[src/rtl/axi2mem_tcdm_arb_pkg.sv]
// Shared types and width helpers for the axi2mem TCDM port arbiter.
// Widths below describe the default configuration; the top derives its own from its parameters.
package axi2mem_tcdm_arb_pkg;

  localparam int NUM_REQ_DEF   = 4;
  localparam int ADDR_W_DEF    = 32;
  localparam int DATA_W_DEF    = 32;
  localparam int MAX_OUTST_DEF = 4;

  localparam int BE_W  = DATA_W_DEF / 8;
  localparam int SEL_W = $clog2(NUM_REQ_DEF);
  localparam int CNT_W = $clog2(MAX_OUTST_DEF) + 1;

  typedef enum logic {
    IDLE = 1'b0,
    HOLD = 1'b1
  } arb_state_e;

  typedef struct packed {
    logic [ADDR_W_DEF-1:0] add;
    logic                  we;
    logic [DATA_W_DEF-1:0] wdata;
    logic [BE_W-1:0]       be;
  } tcdm_req_t;

  function automatic int sel_width(input int num_req);
    return (num_req < 2) ? 1 : $clog2(num_req);
  endfunction

  function automatic int cnt_width(input int max_outst);
    return $clog2(max_outst) + 1;
  endfunction

endpackage

[src/rtl/axi2mem_tcdm_arb_outst_fifo.sv]
// In-order FIFO of channel indices for granted TCDM transactions awaiting r_valid.
// Accepts push and pop in the same cycle even when full.
module axi2mem_tcdm_arb_outst_fifo #(
  parameter int DEPTH = 4,
  parameter int WIDTH = 2,
  localparam int PTR_W = $clog2(DEPTH),
  localparam int CNT_BITS = PTR_W + 1
) (
  input  logic                clk_i,
  input  logic                rst_i,
  input  logic                push_i,
  input  logic [WIDTH-1:0]    data_i,
  input  logic                pop_i,
  output logic [WIDTH-1:0]    head_o,
  output logic [CNT_BITS-1:0] count_o,
  output logic                full_o,
  output logic                empty_o
);

  logic [WIDTH-1:0]    mem_q [DEPTH];
  logic [PTR_W-1:0]    wr_ptr_q;
  logic [PTR_W-1:0]    rd_ptr_q;
  logic [CNT_BITS-1:0] count_q;
  logic                do_push;
  logic                do_pop;

  assign empty_o = (count_q == '0);
  assign full_o  = (count_q == CNT_BITS'(DEPTH));
  assign do_pop  = pop_i && !empty_o;
  assign do_push = push_i && (!full_o || do_pop);
  assign head_o  = mem_q[rd_ptr_q];
  assign count_o = count_q;

  // DEPTH is a power of two, so the pointers wrap naturally.
  always_ff @(posedge clk_i or posedge rst_i) begin
    if (rst_i) begin
      wr_ptr_q <= '0;
      rd_ptr_q <= '0;
      count_q  <= '0;
      for (int i = 0; i < DEPTH; i++) begin
        mem_q[i] <= '0;
      end
    end else begin
      if (do_push) begin
        mem_q[wr_ptr_q] <= data_i;
        wr_ptr_q        <= wr_ptr_q + PTR_W'(1);
      end
      if (do_pop) begin
        rd_ptr_q <= rd_ptr_q + PTR_W'(1);
      end
      case ({do_push, do_pop})
        2'b10:   count_q <= count_q + CNT_BITS'(1);
        2'b01:   count_q <= count_q - CNT_BITS'(1);
        default: count_q <= count_q;
      endcase
    end
  end

endmodule

[src/rtl/axi2mem_tcdm_port_arb.sv]
// Round-robin arbiter sharing one TCDM port between NUM_REQ axi2mem channels, with in-order response routing.
// Optional perf counters are enabled by defining AXI2MEM_TCDM_ARB_PERF_EN.
module axi2mem_tcdm_port_arb
  import axi2mem_tcdm_arb_pkg::*;
#(
  parameter int NUM_REQ   = NUM_REQ_DEF,
  parameter int ADDR_W    = ADDR_W_DEF,
  parameter int DATA_W    = DATA_W_DEF,
  parameter int MAX_OUTST = MAX_OUTST_DEF
) (
  input  logic                        clk_i,
  input  logic                        rst_i,
  input  logic [NUM_REQ-1:0]          req_i,
  input  logic [NUM_REQ*ADDR_W-1:0]   add_i,
  input  logic [NUM_REQ-1:0]          we_i,
  input  logic [NUM_REQ*DATA_W-1:0]   wdata_i,
  input  logic [NUM_REQ*DATA_W/8-1:0] be_i,
  output logic [NUM_REQ-1:0]          gnt_o,
  output logic [NUM_REQ*DATA_W-1:0]   r_rdata_o,
  output logic [NUM_REQ-1:0]          r_valid_o,
  output logic                        tcdm_req_o,
  output logic [ADDR_W-1:0]           tcdm_add_o,
  output logic                        tcdm_we_o,
  output logic [DATA_W-1:0]           tcdm_wdata_o,
  output logic [DATA_W/8-1:0]         tcdm_be_o,
  input  logic                        tcdm_gnt_i,
  input  logic [DATA_W-1:0]           tcdm_r_rdata_i,
  input  logic                        tcdm_r_valid_i,
  output logic                        err_o,
  input  logic                        perf_clr_i,
  output logic [NUM_REQ*32-1:0]       perf_gnt_cnt_o,
  output logic [31:0]                 perf_stall_cnt_o
);

  localparam int BE_BITS  = DATA_W / 8;
  localparam int SEL_BITS = sel_width(NUM_REQ);
  localparam int CNT_BITS = cnt_width(MAX_OUTST);
  localparam int SCAN_W   = SEL_BITS + 1;

  arb_state_e          state_q;
  arb_state_e          state_d;
  logic [SEL_BITS-1:0] sel_q;
  logic [SEL_BITS-1:0] sel;
  logic [SEL_BITS-1:0] rr_ptr_q;
  logic [SEL_BITS-1:0] pick_idx;
  logic                pick_found;
  logic [SCAN_W-1:0]   scan;
  logic                hs;
  logic                can_issue;
  logic                err_q;

  logic [SEL_BITS-1:0] fifo_head;
  logic [CNT_BITS-1:0] fifo_count;
  logic                fifo_full_unused;
  logic                fifo_empty;

  assign can_issue = (fifo_count < CNT_BITS'(MAX_OUTST));
  assign hs        = tcdm_req_o & tcdm_gnt_i;

  // First requester at or after rr_ptr, wrapping around the channel list.
  always_comb begin
    pick_found = 1'b0;
    pick_idx   = '0;
    scan       = '0;
    for (int i = 0; i < NUM_REQ; i++) begin
      scan = {1'b0, rr_ptr_q} + SCAN_W'(i);
      if (scan >= SCAN_W'(NUM_REQ)) begin
        scan = scan - SCAN_W'(NUM_REQ);
      end
      if (!pick_found && req_i[scan[SEL_BITS-1:0]]) begin
        pick_found = 1'b1;
        pick_idx   = scan[SEL_BITS-1:0];
      end
    end
  end

  always_ff @(posedge clk_i or posedge rst_i) begin
    if (rst_i) begin
      state_q  <= IDLE;
      sel_q    <= '0;
      rr_ptr_q <= '0;
    end else begin
      state_q <= state_d;
      if (state_q == IDLE && state_d == HOLD) begin
        sel_q <= sel;
      end
      if (hs) begin
        rr_ptr_q <= (sel == SEL_BITS'(NUM_REQ - 1)) ? '0 : sel + SEL_BITS'(1);
      end
    end
  end

  always_comb begin
    state_d = state_q;
    case (state_q)
      IDLE:    if (tcdm_req_o && !tcdm_gnt_i) state_d = HOLD;
      HOLD:    if (tcdm_gnt_i) state_d = IDLE;
      default: state_d = IDLE;
    endcase
  end

  // A HOLD already on the bus stays asserted even if the outstanding limit is reached.
  always_comb begin
    tcdm_req_o = 1'b0;
    sel        = pick_idx;
    case (state_q)
      IDLE: begin
        tcdm_req_o = pick_found && can_issue;
        sel        = pick_idx;
      end
      HOLD: begin
        tcdm_req_o = 1'b1;
        sel        = sel_q;
      end
      default: begin
        tcdm_req_o = 1'b0;
        sel        = pick_idx;
      end
    endcase
    gnt_o = '0;
    if (tcdm_req_o && tcdm_gnt_i) begin
      gnt_o[sel] = 1'b1;
    end
    tcdm_add_o   = '0;
    tcdm_we_o    = 1'b0;
    tcdm_wdata_o = '0;
    tcdm_be_o    = '0;
    if (tcdm_req_o) begin
      tcdm_add_o   = add_i[int'(sel)*ADDR_W +: ADDR_W];
      tcdm_we_o    = we_i[sel];
      tcdm_wdata_o = wdata_i[int'(sel)*DATA_W +: DATA_W];
      tcdm_be_o    = be_i[int'(sel)*BE_BITS +: BE_BITS];
    end
  end

  axi2mem_tcdm_arb_outst_fifo #(
    .DEPTH (MAX_OUTST),
    .WIDTH (SEL_BITS)
  ) u_outst_fifo (
    .clk_i   (clk_i),
    .rst_i   (rst_i),
    .push_i  (hs),
    .data_i  (sel),
    .pop_i   (tcdm_r_valid_i),
    .head_o  (fifo_head),
    .count_o (fifo_count),
    .full_o  (fifo_full_unused),
    .empty_o (fifo_empty)
  );

  always_comb begin
    r_valid_o = '0;
    if (tcdm_r_valid_i && !fifo_empty) begin
      r_valid_o[fifo_head] = 1'b1;
    end
  end

  assign r_rdata_o = {NUM_REQ{tcdm_r_rdata_i}};

  // A response with nothing outstanding is a protocol error that sticks until reset.
  always_ff @(posedge clk_i or posedge rst_i) begin
    if (rst_i) begin
      err_q <= 1'b0;
    end else if (tcdm_r_valid_i && fifo_empty) begin
      err_q <= 1'b1;
    end
  end

  assign err_o = err_q;

`ifdef AXI2MEM_TCDM_ARB_PERF_EN
  logic [31:0] gnt_cnt_q [NUM_REQ];
  logic [31:0] stall_cnt_q;

  // Saturating counters; clear takes priority over any increment in the same cycle.
  always_ff @(posedge clk_i or posedge rst_i) begin
    if (rst_i) begin
      stall_cnt_q <= '0;
      for (int i = 0; i < NUM_REQ; i++) begin
        gnt_cnt_q[i] <= '0;
      end
    end else if (perf_clr_i) begin
      stall_cnt_q <= '0;
      for (int i = 0; i < NUM_REQ; i++) begin
        gnt_cnt_q[i] <= '0;
      end
    end else begin
      if (tcdm_req_o && !tcdm_gnt_i && stall_cnt_q != 32'hFFFF_FFFF) begin
        stall_cnt_q <= stall_cnt_q + 32'd1;
      end
      for (int i = 0; i < NUM_REQ; i++) begin
        if (hs && sel == SEL_BITS'(i) && gnt_cnt_q[i] != 32'hFFFF_FFFF) begin
          gnt_cnt_q[i] <= gnt_cnt_q[i] + 32'd1;
        end
      end
    end
  end

  always_comb begin
    perf_gnt_cnt_o = '0;
    for (int i = 0; i < NUM_REQ; i++) begin
      perf_gnt_cnt_o[i*32 +: 32] = gnt_cnt_q[i];
    end
  end

  assign perf_stall_cnt_o = stall_cnt_q;
`else
  logic perf_clr_unused;

  assign perf_clr_unused  = perf_clr_i;
  assign perf_gnt_cnt_o   = '0;
  assign perf_stall_cnt_o = '0;
`endif

endmodule

[config.mk]
export PLATFORM = sky130hd
export DESIGN_NAME = axi2mem_tcdm_port_arb
export DESIGN_NICKNAME = d
export VERILOG_FILES = /design/src/rtl/axi2mem_tcdm_arb_pkg.sv /design/src/rtl/axi2mem_tcdm_arb_outst_fifo.sv /design/src/rtl/axi2mem_tcdm_port_arb.sv
export SDC_FILE = /design/constraint.sdc
export NUM_CORES = 1
export LEC_CHECK = 0
export BUFFER_PORTS_ARGS = -buffer_cell sky130_fd_sc_hd__buf_2
export CAP_MARGIN = 25
export CELL_PAD_IN_SITES_DETAIL_PLACEMENT = 1
export CELL_PAD_IN_SITES_GLOBAL_PLACEMENT = 1
export CORE_AREA = 2 2 265 267
export DETAILED_ROUTE_END_ITERATION = 8
export DIE_AREA = 0 0 267 269
export GPL_TIMING_DRIVEN = 0
export PLACE_DENSITY = 0.55
export SETUP_SLACK_MARGIN = 0.3
export SLEW_MARGIN = 30
export SYNTH_ARGS = -nofsm -noshare
export SYNTH_HDL_FRONTEND = slang
export SYNTH_SLANG_ARGS = --single-unit
[constraint.sdc]
create_clock -name clk_i -period 2.12 [get_ports clk_i]
set_input_delay 0.212 -clock clk_i [delete_from_list [all_inputs] [get_ports clk_i]]
set_output_delay 0.212 -clock clk_i [all_outputs]
set_load 0.05 [all_outputs]
After elaboration in Yosys (flattened, before gate mapping)
Index checks and enable logic that the tools add are counted.
{"block": "classes", "magnitude_cmp": 16, "add_sub_neg": 12, "n_div": 0, "bitwise": 4, "mux": 45, "shifts": 3, "n_eq_ne": 4, "reduce_logical": 22, "multipliers": 0}
{"cell": "variable part select 128 x 8 -> 32 bit", "n": 2}
{"cell": "2-to-1 mux 32 bit", "n": 2}
{"cell": "2-to-1 mux 2 bit", "n": 12}
{"cell": "less-than comparator 2 x 3 -> 1 bit, second input constant", "n": 6}
{"cell": "variable part select 16 x 5 -> 4 bit", "n": 1}
{"cell": ">= comparator 3 bit, second input constant", "n": 5}
{"cell": "2-to-1 mux 1 bit", "n": 14}
{"cell": "logical AND 1 bit", "n": 13}
{"cell": "2-to-1 mux 4 bit", "n": 3}
{"cell": "binary-select mux 1 bit (select 2 bit)", "n": 5}
{"cell": "bitwise mux 8 bit", "n": 1}
{"cell": "subtractor 2 x 1 -> 2 bit, second input constant", "n": 4}
{"cell": "adder 2 x 1 -> 2 bit, second input constant", "n": 3}
{"cell": "adder 2 x 2 -> 3 bit, second input constant", "n": 2}
{"cell": "zero test 1 bit", "n": 6}
{"cell": "inverter 2 -> 3 bit", "n": 2}
{"cell": "one-hot mux 3 bit (2 select lines)", "n": 1}
{"cell": "binary-select mux 2 bit (select 2 bit)", "n": 1}
{"cell": "demux 1 bit (select 2 bit)", "n": 2}
{"cell": "demux 2 bit (select 2 bit)", "n": 1}
{"cell": "equality test 2 bit, second input constant", "n": 2}
{"cell": ">= comparator 2 x 1 -> 1 bit, second input constant", "n": 2}
{"cell": "one-hot mux 1 bit (2 select lines)", "n": 2}
{"cell": "one-hot mux 2 bit (2 select lines)", "n": 1}
{"cell": "other kinds (13)", "n": 13}
{"block": "totals", "elab_cells": 117, "out_inout_bits": 367, "rom_bits": 0, "register_bits": 21, "mem_bits_rw": 0, "latch_bits": 0, "mem_count": 0}

Logic depth before layout (Yosys ltp)
Gate-level depths: netlist (run 1).
{"block": "depth", "ltp_word": 20, "ltp_mapped": 11}

Hierarchy
A second synthesis (run 1) with hierarchy kept.
{"block": "unflattened", "hier_cells": 645, "area_unflattened_um2": 5637.9}
{"module": "axi2mem_tcdm_port_arb", "area_each_um2": 4852.2, "cells_each": 585, "n_inst": 1}
{"module": "axi2mem_tcdm_arb_outst_fifo", "area_each_um2": 785.8, "cells_each": 60, "n_inst": 1}

Worst setup path after synthesis (run 1)
Ideal clock, no wire load.
{"block": "synth_path", "kind": "reg-to-output", "startpoint": "reg rr_ptr_q[1]", "endpoint": "out gnt_o[3]", "path_stages_with_launch": 10, "arrival_ns": 2.379, "slack_ns": -0.471, "path_cell_list": "dfrtp_1 -> and3b_1 -> or3_1 -> or3_1 -> buf_2 -> and2_1 -> buf_6 -> inv_1 -> ha_1 -> and3_1"}
{"block": "synth_between", "elab_chain_len": 20}
{"item": "start: declaration", "line_no": "axi2mem_tcdm_port_arb.sv:44", "rtl": "logic [SEL_BITS-1:0] rr_ptr_q;"}
{"item": "start signal: assignment", "line_no": "axi2mem_tcdm_port_arb.sv:88", "rtl": "rr_ptr_q <= (sel == SEL_BITS'(NUM_REQ - 1)) ? '0 : sel + SEL_BITS'(1);"}
{"item": "branches (longest 13 deep; another with adder 2 x 1 -> 3 bit)"}
{"item": "2-to-1 mux 2 bit *", "line_no": "axi2mem_tcdm_port_arb.sv:70", "rtl": "if (!pick_found && req_i[scan[SEL_BITS-1:0]]) begin"}
{"item": "one-hot mux 2 bit (2 select lines) *", "line_no": "axi2mem_tcdm_port_arb.sv:106", "rtl": "case (state_q)"}
{"item": "net sel[0]", "line_no": "axi2mem_tcdm_port_arb.sv:43", "rtl": "logic [SEL_BITS-1:0] sel;"}
{"item": "less-than comparator 2 x 3 -> 1 bit (not written as such) or >= comparator 2 x 1 -> 1 bit (tied branches)", "line_no": "axi2mem_tcdm_port_arb.sv:122", "rtl": "gnt_o[sel] = 1'b1;"}
{"item": "logical AND 1 bit (not written as such)", "line_no": "axi2mem_tcdm_port_arb.sv:122"}
{"item": "2-to-1 mux 1 bit (not written as such)", "line_no": "axi2mem_tcdm_port_arb.sv:122"}
{"item": "demux 1 bit (select 2 bit) *", "line_no": "axi2mem_tcdm_port_arb.sv:122"}
{"item": "2-to-1 mux 4 bit *", "line_no": "axi2mem_tcdm_port_arb.sv:121", "rtl": "if (tcdm_req_o && tcdm_gnt_i) begin"}
{"item": "end: declaration", "line_no": "axi2mem_tcdm_port_arb.sv:18", "rtl": "output logic [NUM_REQ-1:0] gnt_o,"}
Mark *: on every way through the listed nets, which the timed path passes. The select of a mux whose other input is x is not followed.

Worst setup path in the final report (run 1)
{"block": "layout_path", "startpoint": "reg rr_ptr_q[1]", "endpoint": "out tcdm_add_o[18]"}
{"block": "layout_between", "elab_chain_len": 17}
{"item": "branches (longest 16 deep; another with adder 2 x 1 -> 3 bit)"}
{"item": "2-to-1 mux 32 bit *", "line_no": "axi2mem_tcdm_port_arb.sv:128", "rtl": "if (tcdm_req_o) begin"}
{"item": "end: declaration", "line_no": "axi2mem_tcdm_port_arb.sv:22", "rtl": "output logic [ADDR_W-1:0] tcdm_add_o,"}
Every way passes the cells marked *. The select of a mux whose other input is x is not followed.

==> results.md, run 1 <==
- Ports: 684
- Flop and latch count out of synthesis: 21
- Worst Setup End Kind: primary output
- Final HPWL DP: 47600 um
- RSZ-0062 raised after global routing: yes
- Critical path launch point type: flop
- Pwr dens: 1510 nW/um^2
- Die width: 267 um
- Pwr Total: 0.0244 W
- R2r worst-path depth: 10
- CP Data Required Time: 1.91 ns
- GR Overflow Total: 0
- WL/cell: 19.3 um
- Hold-fix buffers, CTS: 0
- Leakage: 8.36 nW
- First-pass GRT wire length: 78100 um
- Crit share post-route: 136%
- Slew @ Worst Pin: 0.821 ns
- Top post-synthesis cells by area: buf_4 23%, mux2i_1 22%, nand2_1 14%
- Final hold violations: 0
- Initial antenna violation count: 18
- Clk sinks: 21
- FF-to-FF End: rr_ptr_q[1]
- Count leader, synth: nand2_1
- Tmin final: 2.89 ns
- WP data arrival: 2.68 ns
- PortBufs: 490
- Max VDD drop: 0.884 mV
- Worst Skew: 0.00175 ns
- Ys async rst share: 100%
- R2r startpoint: rr_ptr_q[1]
- Share of layout cells above drive strength 1: 54.2%
- Worst rel slew slack: 45.2%
- R2R Setup Slk: -0.20 ns
- Largest net degree at the start of global routing: 22
- Sw frac: 57.8%
- Clock Pin Slew Worst Setup and Hold Paths: 0.06 ns
- CTS tree: built
- Via Count: 11500
- Final nets: 2347
- Final core utilization: 23.4%
- Number of flops mapped to enable cells by yosys: 0
- Initial Util: 13.6%
- Max-Cap Viols: 0
- Die area: 71800 sq um
- Failing checks: setup timing
- Num CTS Buffers: 3
- Synth Area per Inst: 7.09 sq um
- DP Worst Slack: -2.01 ns
- YS warnings: 0
- Slew Limit Fails: 0
- Switch Pwr: 0.0141 W
- Critical path type: reg2out
- Run status: finished, violations left
- Clk pwr share: 1.6%
- Setup slack after layout: -0.772 ns
- Clk Latency, worst-skew pair: 0.25 ns
- Drt first pass iters: 4
- TNS Setup: -55.85 ns
- Core Rows: 97
- Final wirelength: 57300 um
- Post-synth top cells: 356 x nand2_1, 289 x buf_4, 209 x mux2i_1, 80 x mux2_2, 71 x nor2b_1
- Area grow syn2layout: 71.9%
- Mapped cell area: 9450 sq um
- Main flop type after synthesis: dfrtp_1
- Drt drc: 0
- CTS max path bufs: 2
- Vias in the first global route: 11900
- Die H: 269 um
- Sequential share of power: 3.2%
- Max Freq: 346 MHz
- Post-synth top area share: 23.0%
- Final Setup Violations: 81
- Gate count after technology mapping: 1333
- Worst hold slack: 0.121 ns
- 1st-iter DRT viols: 327
- Count of cell types in the netlist: 36
- GPL Wtd Cong: 0.819
- GRT Util Overall: 14.6%
- Internal power: 0.0103 W
- CTS Root Cell: clkbuf_16
- H-tree depth: 1
- Hold Crit Class: in2async
- Top cell type by total area after synthesis: buf_4
- Post-synthesis sequential area ratio: 5.56%
- Comb pwr share: 95.2%
- DRT antenna net count: 0
- CP Capture Point: tcdm_add_o[18]
- Core footprint: 69300 sq um
- Via density: 3.87
- Crit path launch: rr_ptr_q[1]
- Crit path max fanout: 10
[critical path, cell delays in order (launching register included)]
cell and delay (ns):
dfrtp_2 0.41, and3b_1 0.19, or3_1 0.34, or3_4 0.34
buf_12 0.15, and2_4 0.16, buf_12 0.16, buf_8 0.16
o32a_4 0.33, buf_6 0.16
[placed cells by master (no fill, tap or decap), types with 3 or more instances in the layout]
cell,count
clkbuf_4,10
buf_12,11
o32a_4,69
inv_1,8
and3_4,5
buf_4,312
mux2_4,4
ha_4,3
buf_6,87
ha_1,6
clkbuf_8,4
mux2_2,76
buf_2,421
nand2_1,352
xnor2_1,3
diode_2,7
conb_1,160
mux2i_4,5
clkbuf_1,17
clkbuf_2,29
nor2b_1,71
mux2i_1,202
nand3_1,69
clkbuf_16,5
nand2_2,3
dfrtp_1,18
dfrtp_2,3
buf_8,17
[per-stage QoR]
| step | area [sq um] | instances |
|---|---|---|
| after detailed placement | 14600 | 2923 |
| after floorplan | 11000 | 1492 |
| after global placement | 14600 | 2922 |
| after global routing | 16200 | 2963 |
| after CTS | 15900 | 2940 |
| final | 16200 | 2966 |
[cell families (layout without fill, tap and decap cells)]
group | after synthesis | count (layout) | share of synthesized area [%]
and+or+nand+nor | 519 | 519 | 23.9
adders and majority gates | 10 | 10 | 1.40
AOI/OAI and AO/OA | 81 | 81 | 8.15
other | 1 | 167 | 0.0397
muxes | 291 | 291 | 32.2
DFF | 21 | 21 | 5.56
xor gates and xnor gates | 6 | 6 | 0.556
buffers and inverters | 404 | 931 | 28.2
[power groups by stage]
stage / clock network (W) / registers (W) / logic [W]
final: 0.000397 / 0.000778 / 0.0233
after global routing: 0.000424 / 0.000804 / 0.0246
after CTS: 0.000405 / 0.000779 / 0.0230
after detailed placement: 0 / 0.000773 / 0.0201
after global placement: 0 / 0.000754 / 0.0198
after floorplan: 0 / 0.000749 / 0.0150
[repair_timing]
| action | in CTS | in global routing |
|---|---|---|
| buffers inserted | 11 | 18 |
| endpoints found under the setup margin | 93 | 91 |
| cloned | 2 | 1 |
| pin swaps | 4 | 7 |
| resized for setup | 340 | 73 |
[layout make-up]
class | count | area, sq um
fillers | 8446 | 53100
multi-input cells | 1067 | 8000
repair buffers | 523 | 3370
plain buffers | 392 | 3000
well taps | 940 | 1180
flip-flops and latches | 21 | 529
clock buffers | 3 | 75.1
inverters | 12 | 62.6
diodes | 7 | 17.5
clock inverters | 1 | 5.00
[state kept, by name, indices dropped and copies added (netlist names)]
register	count
err_o	1
rr_ptr_q	2
sel_q	2
state_q	1
u_outst_fifo.count_o	3
u_outst_fifo.mem_q	8
u_outst_fifo.rd_ptr_q	2
u_outst_fifo.wr_ptr_q	2
[how the worst min path moves through the flow]
stage / start / cells after the start / endpoint / slack, ns
after floorplan: rst_i / 1 / err_o / 0.19
after detailed placement: rst_i / 2 / err_o / 0.42
final: rst_i / 2 / err_o / 0.12
after CTS: rst_i / 2 / err_o / 0.15
after global placement: rst_i / 2 / err_o / 0.40
after global routing: rst_i / 2 / sel_q[0] / 0.19
[layer usage]
metal / routed length, um / up-vias / GRT usage [%] / share of wire, %
met1: 23000 / 5549 / 17.2 / 40
met4: 839 / 14 / 2.54 / 1.5
met3: 3240 / 63 / 2.10 / 5.6
li1: - / 5459 / - / -
met2: 30200 / 400 / 28.1 / 53
met5: 92 / - / 0 / 0.16
Note: power is estimated with default switching activity, not from simulation.
==> inputs of run 2 (changes only) <==
--- a/config.mk
+++ b/config.mk
@@ -9,13 +9,14 @@
 export CAP_MARGIN = 25
 export CELL_PAD_IN_SITES_DETAIL_PLACEMENT = 1
 export CELL_PAD_IN_SITES_GLOBAL_PLACEMENT = 1
-export CORE_AREA = 2 2 265 267
+export CORE_AREA = 2 2 264 266
 export DETAILED_ROUTE_END_ITERATION = 8
-export DIE_AREA = 0 0 267 269
+export DIE_AREA = 0 0 266 268
 export GPL_TIMING_DRIVEN = 0
-export PLACE_DENSITY = 0.55
+export PLACE_DENSITY = 0.46
 export SETUP_SLACK_MARGIN = 0.3
 export SLEW_MARGIN = 30
 export SYNTH_ARGS = -nofsm -noshare
 export SYNTH_HDL_FRONTEND = slang
+export SYNTH_HIERARCHICAL = 1
 export SYNTH_SLANG_ARGS = --single-unit
==> run 2 against run 1 <==
The flow still finishes with violations (setup timing). Synthesized cell count is 52% lower. Cell count fell by 25%. Sequential share of layout area grew 0.74 points. Area after synthesis down 40%. Via count fell by 41%. Non-clock buffer count fell by 48. Register-to-register slack better by 0.25 ns. Critical path type unchanged. Critical endpoint is now tcdm_add_o[7]. Largest cell class is now buffers.
==> results.md, run 2 <==
- Final HPWL DP: 29100 um
- GR Overflow Total: 0
- Via Count: 6758
- Worst-path cell chain: or2_4 -> a21oi_4 -> a211oi_2 -> buf_6 -> buf_12 -> buf_16 -> buf_12 -> buf_16 -> mux2i_4 -> o22ai_4 -> buf_6
- Most common cell after layout, fill and taps aside: buf_2
- Commonest cells after routing, fill and taps aside: 413 x buf_2, 339 x buf_4, 160 x conb_1
- 1st-iter DRT viols: 109
- Run status: finished, violations left
- Initial antenna violation count: 4
- Register bank with the most flops: u_outst_fifo/mem_q
- Failing checks: setup timing
- Die H: 268 um
- H-tree depth: 1
- Max Freq: 381 MHz
- Final nets: 1680
- Worst hold slack: 0.248 ns
- Global routing's busiest layer: met2
- GRT Util Overall: 8.43%
- Fillers: 8093
- Core footprint: 68200 sq um
- PortBufs: 490
- Num CTS Buffers: 3
- CTS Root Cell: clkbuf_16
- CTS tree: built
- YS warnings: 6
- Final wirelength: 34300 um
- Critical Path Max Stage Delay: 0.43 ns
- R2r startpoint: u_outst_fifo/count_o[2]
- Non-filler instance count after layout: 2239
- Global Route met3 Usage: 1.36%
- Setup slack after layout: -0.503 ns
- WL/cell: 15.3 um
- Clk Latency, worst-skew pair: 0.25 ns
- Slowest CP cell: dfrtp_2
- Slew Limit Fails: 0
- R2R Setup Slk: 0.05 ns
- Critical path type: reg2out
- RSZ-0062 raised after global routing: yes
- Area grow syn2layout: 136%
- FF-to-FF End: u_outst_fifo/count_o[2]
- Pwr dens: 1560 nW/um^2
- Drt drc: 0
- Worst Setup End Kind: primary output
- First-pass GRT wire length: 45100 um
- Clock Pin Slew Worst Setup and Hold Paths: 0.06 ns
- Final hold violations: 0
- WP depth: 11
- CP Data Required Time: 1.91 ns
- DRT antenna net count: 0
- Slew @ Worst Pin: 0.621 ns
- CTS max path bufs: 2
- Die area: 71300 sq um
- Worst Skew: 0.00118 ns
- Mapped cell area: 5630 sq um
- Critical path launch point type: flop
- Crit path max fanout: 7
- Gate count after technology mapping: 644
- GR Util met2: 15.9%
- Worst Path Buf+Inv: 6
- Placed Cells: 2175
- Max FFs per register: 8
- R2r worst-path depth: 10
- Core Rows: 96
- Ports: 684
- Initial Util: 8.25%
- Tmin final: 2.62 ns
- GPL Wtd Cong: 0.727
- Worst rel slew slack: 58.6%
- Final core utilization: 19.5%
- Max-Cap Viols: 0
- Hold Crit Class: in2reg
- Hold path depth: 2
- WP data arrival: 2.41 ns
- Share of layout cells above drive strength 1: 81.4%
- Final Setup Violations: 73
- WHS Endpoint: state_q
- Drt first pass iters: 4
- Synth Area per Inst: 8.74 sq um
- Die width: 266 um
- Largest net degree at the start of global routing: 16
- Via density: 3.02
- Crit share post-route: 124%
- Leakage: 6.43 nW
- Delay-heaviest family, CP: buffers and inverters
- Max VDD drop: 0.622 mV
- Routing usage on met1: 10.1%
- Vias in the first global route: 6779
- Clk sinks: 21
- Worst hold start: tcdm_gnt_i
## run 2: how the worst max path moves through the flow
stage / startpoint / to / slack [ns]
finish: rr_ptr_q[1] / tcdm_add_o[7] / -0.50
global route: rr_ptr_q[0] / tcdm_wdata_o[22] / -0.60
CTS: rr_ptr_q[0] / tcdm_add_o[7] / -0.56
detailed placement: rr_ptr_q[0] / tcdm_add_o[22] / -0.93
global placement: rr_ptr_q[0] / tcdm_add_o[22] / -1.22
floorplan: rr_ptr_q[0] / tcdm_add_o[11] / -0.01
## run 2: cell type report
type                    instances  area, sq um  area share (%)
diodes                          2         5.00          0.0376
plain buffers                 319         2730            20.5
clock buffers                   3         75.1           0.564
clock inverters                 1         5.00          0.0376
inverters                      12         52.6           0.395
multi-input cells             451         5220            39.2
flip-flops and latches         21          532            3.99
well taps                     882         1100            8.29
repair buffers                548         3600            27.0
## run 2: where the power goes
group	internal (W)	leakage [nW]	switching, W
combinational	0.00864	6.14	0.0109
sequential	0.000610	0.246	0.000211
clock	0.000253	0.0409	0.000149
## run 2: through the flow
| step | TNS [ns] | cell area, sq um | power, W | worst slack [ns] |
|---|---|---|---|---|
| 6_report | -31.53 | 13300 | 0.0208 | -0.503 |
| 5_1_grt | -39.18 | 13300 | 0.0217 | -0.597 |
| 4_1_cts | -36.83 | 12600 | 0.0198 | -0.559 |
| 3_5_place_dp | -34.21 | 10800 | 0.0157 | -0.928 |
| 3_3_place_gp | -34.41 | 10800 | 0.0156 | -1.22 |
| 2_1_floorplan | -0.157 | 7280 | 0.0125 | -0.00980 |
## run 2: timing repair
| action | in CTS | in global routing |
|---|---|---|
| cloned | 5 | 4 |
| endpoints found under the setup margin | 86 | 88 |
| endpoints found under the hold margin | 6 | 0 |
| pin swaps | 18 | 20 |
| hold buffers | 1 | 0 |
| resized for setup | 290 | 94 |
| setup buffers | 29 | 19 |
## run 2: layer usage
layer  vias to the layer above  share of wire, %
met5                         -                 0
met4                         0               1.5
met3                        26               6.5
met2                       369                53
met1                      3120                39
li1                       3243                 -
## run 2: worst reg2reg max path: stages, from the launching register on
cell and delay [ns]:
dfrtp_2 0.42, buf_6 0.12, buf_6 0.09, nor4b_4 0.20, nand2b_4 0.20, ha_4 0.14
inv_2 0.04, fa_2 0.34, xor2_1 0.16, nor2_1 0.13, xor2_1 0.15
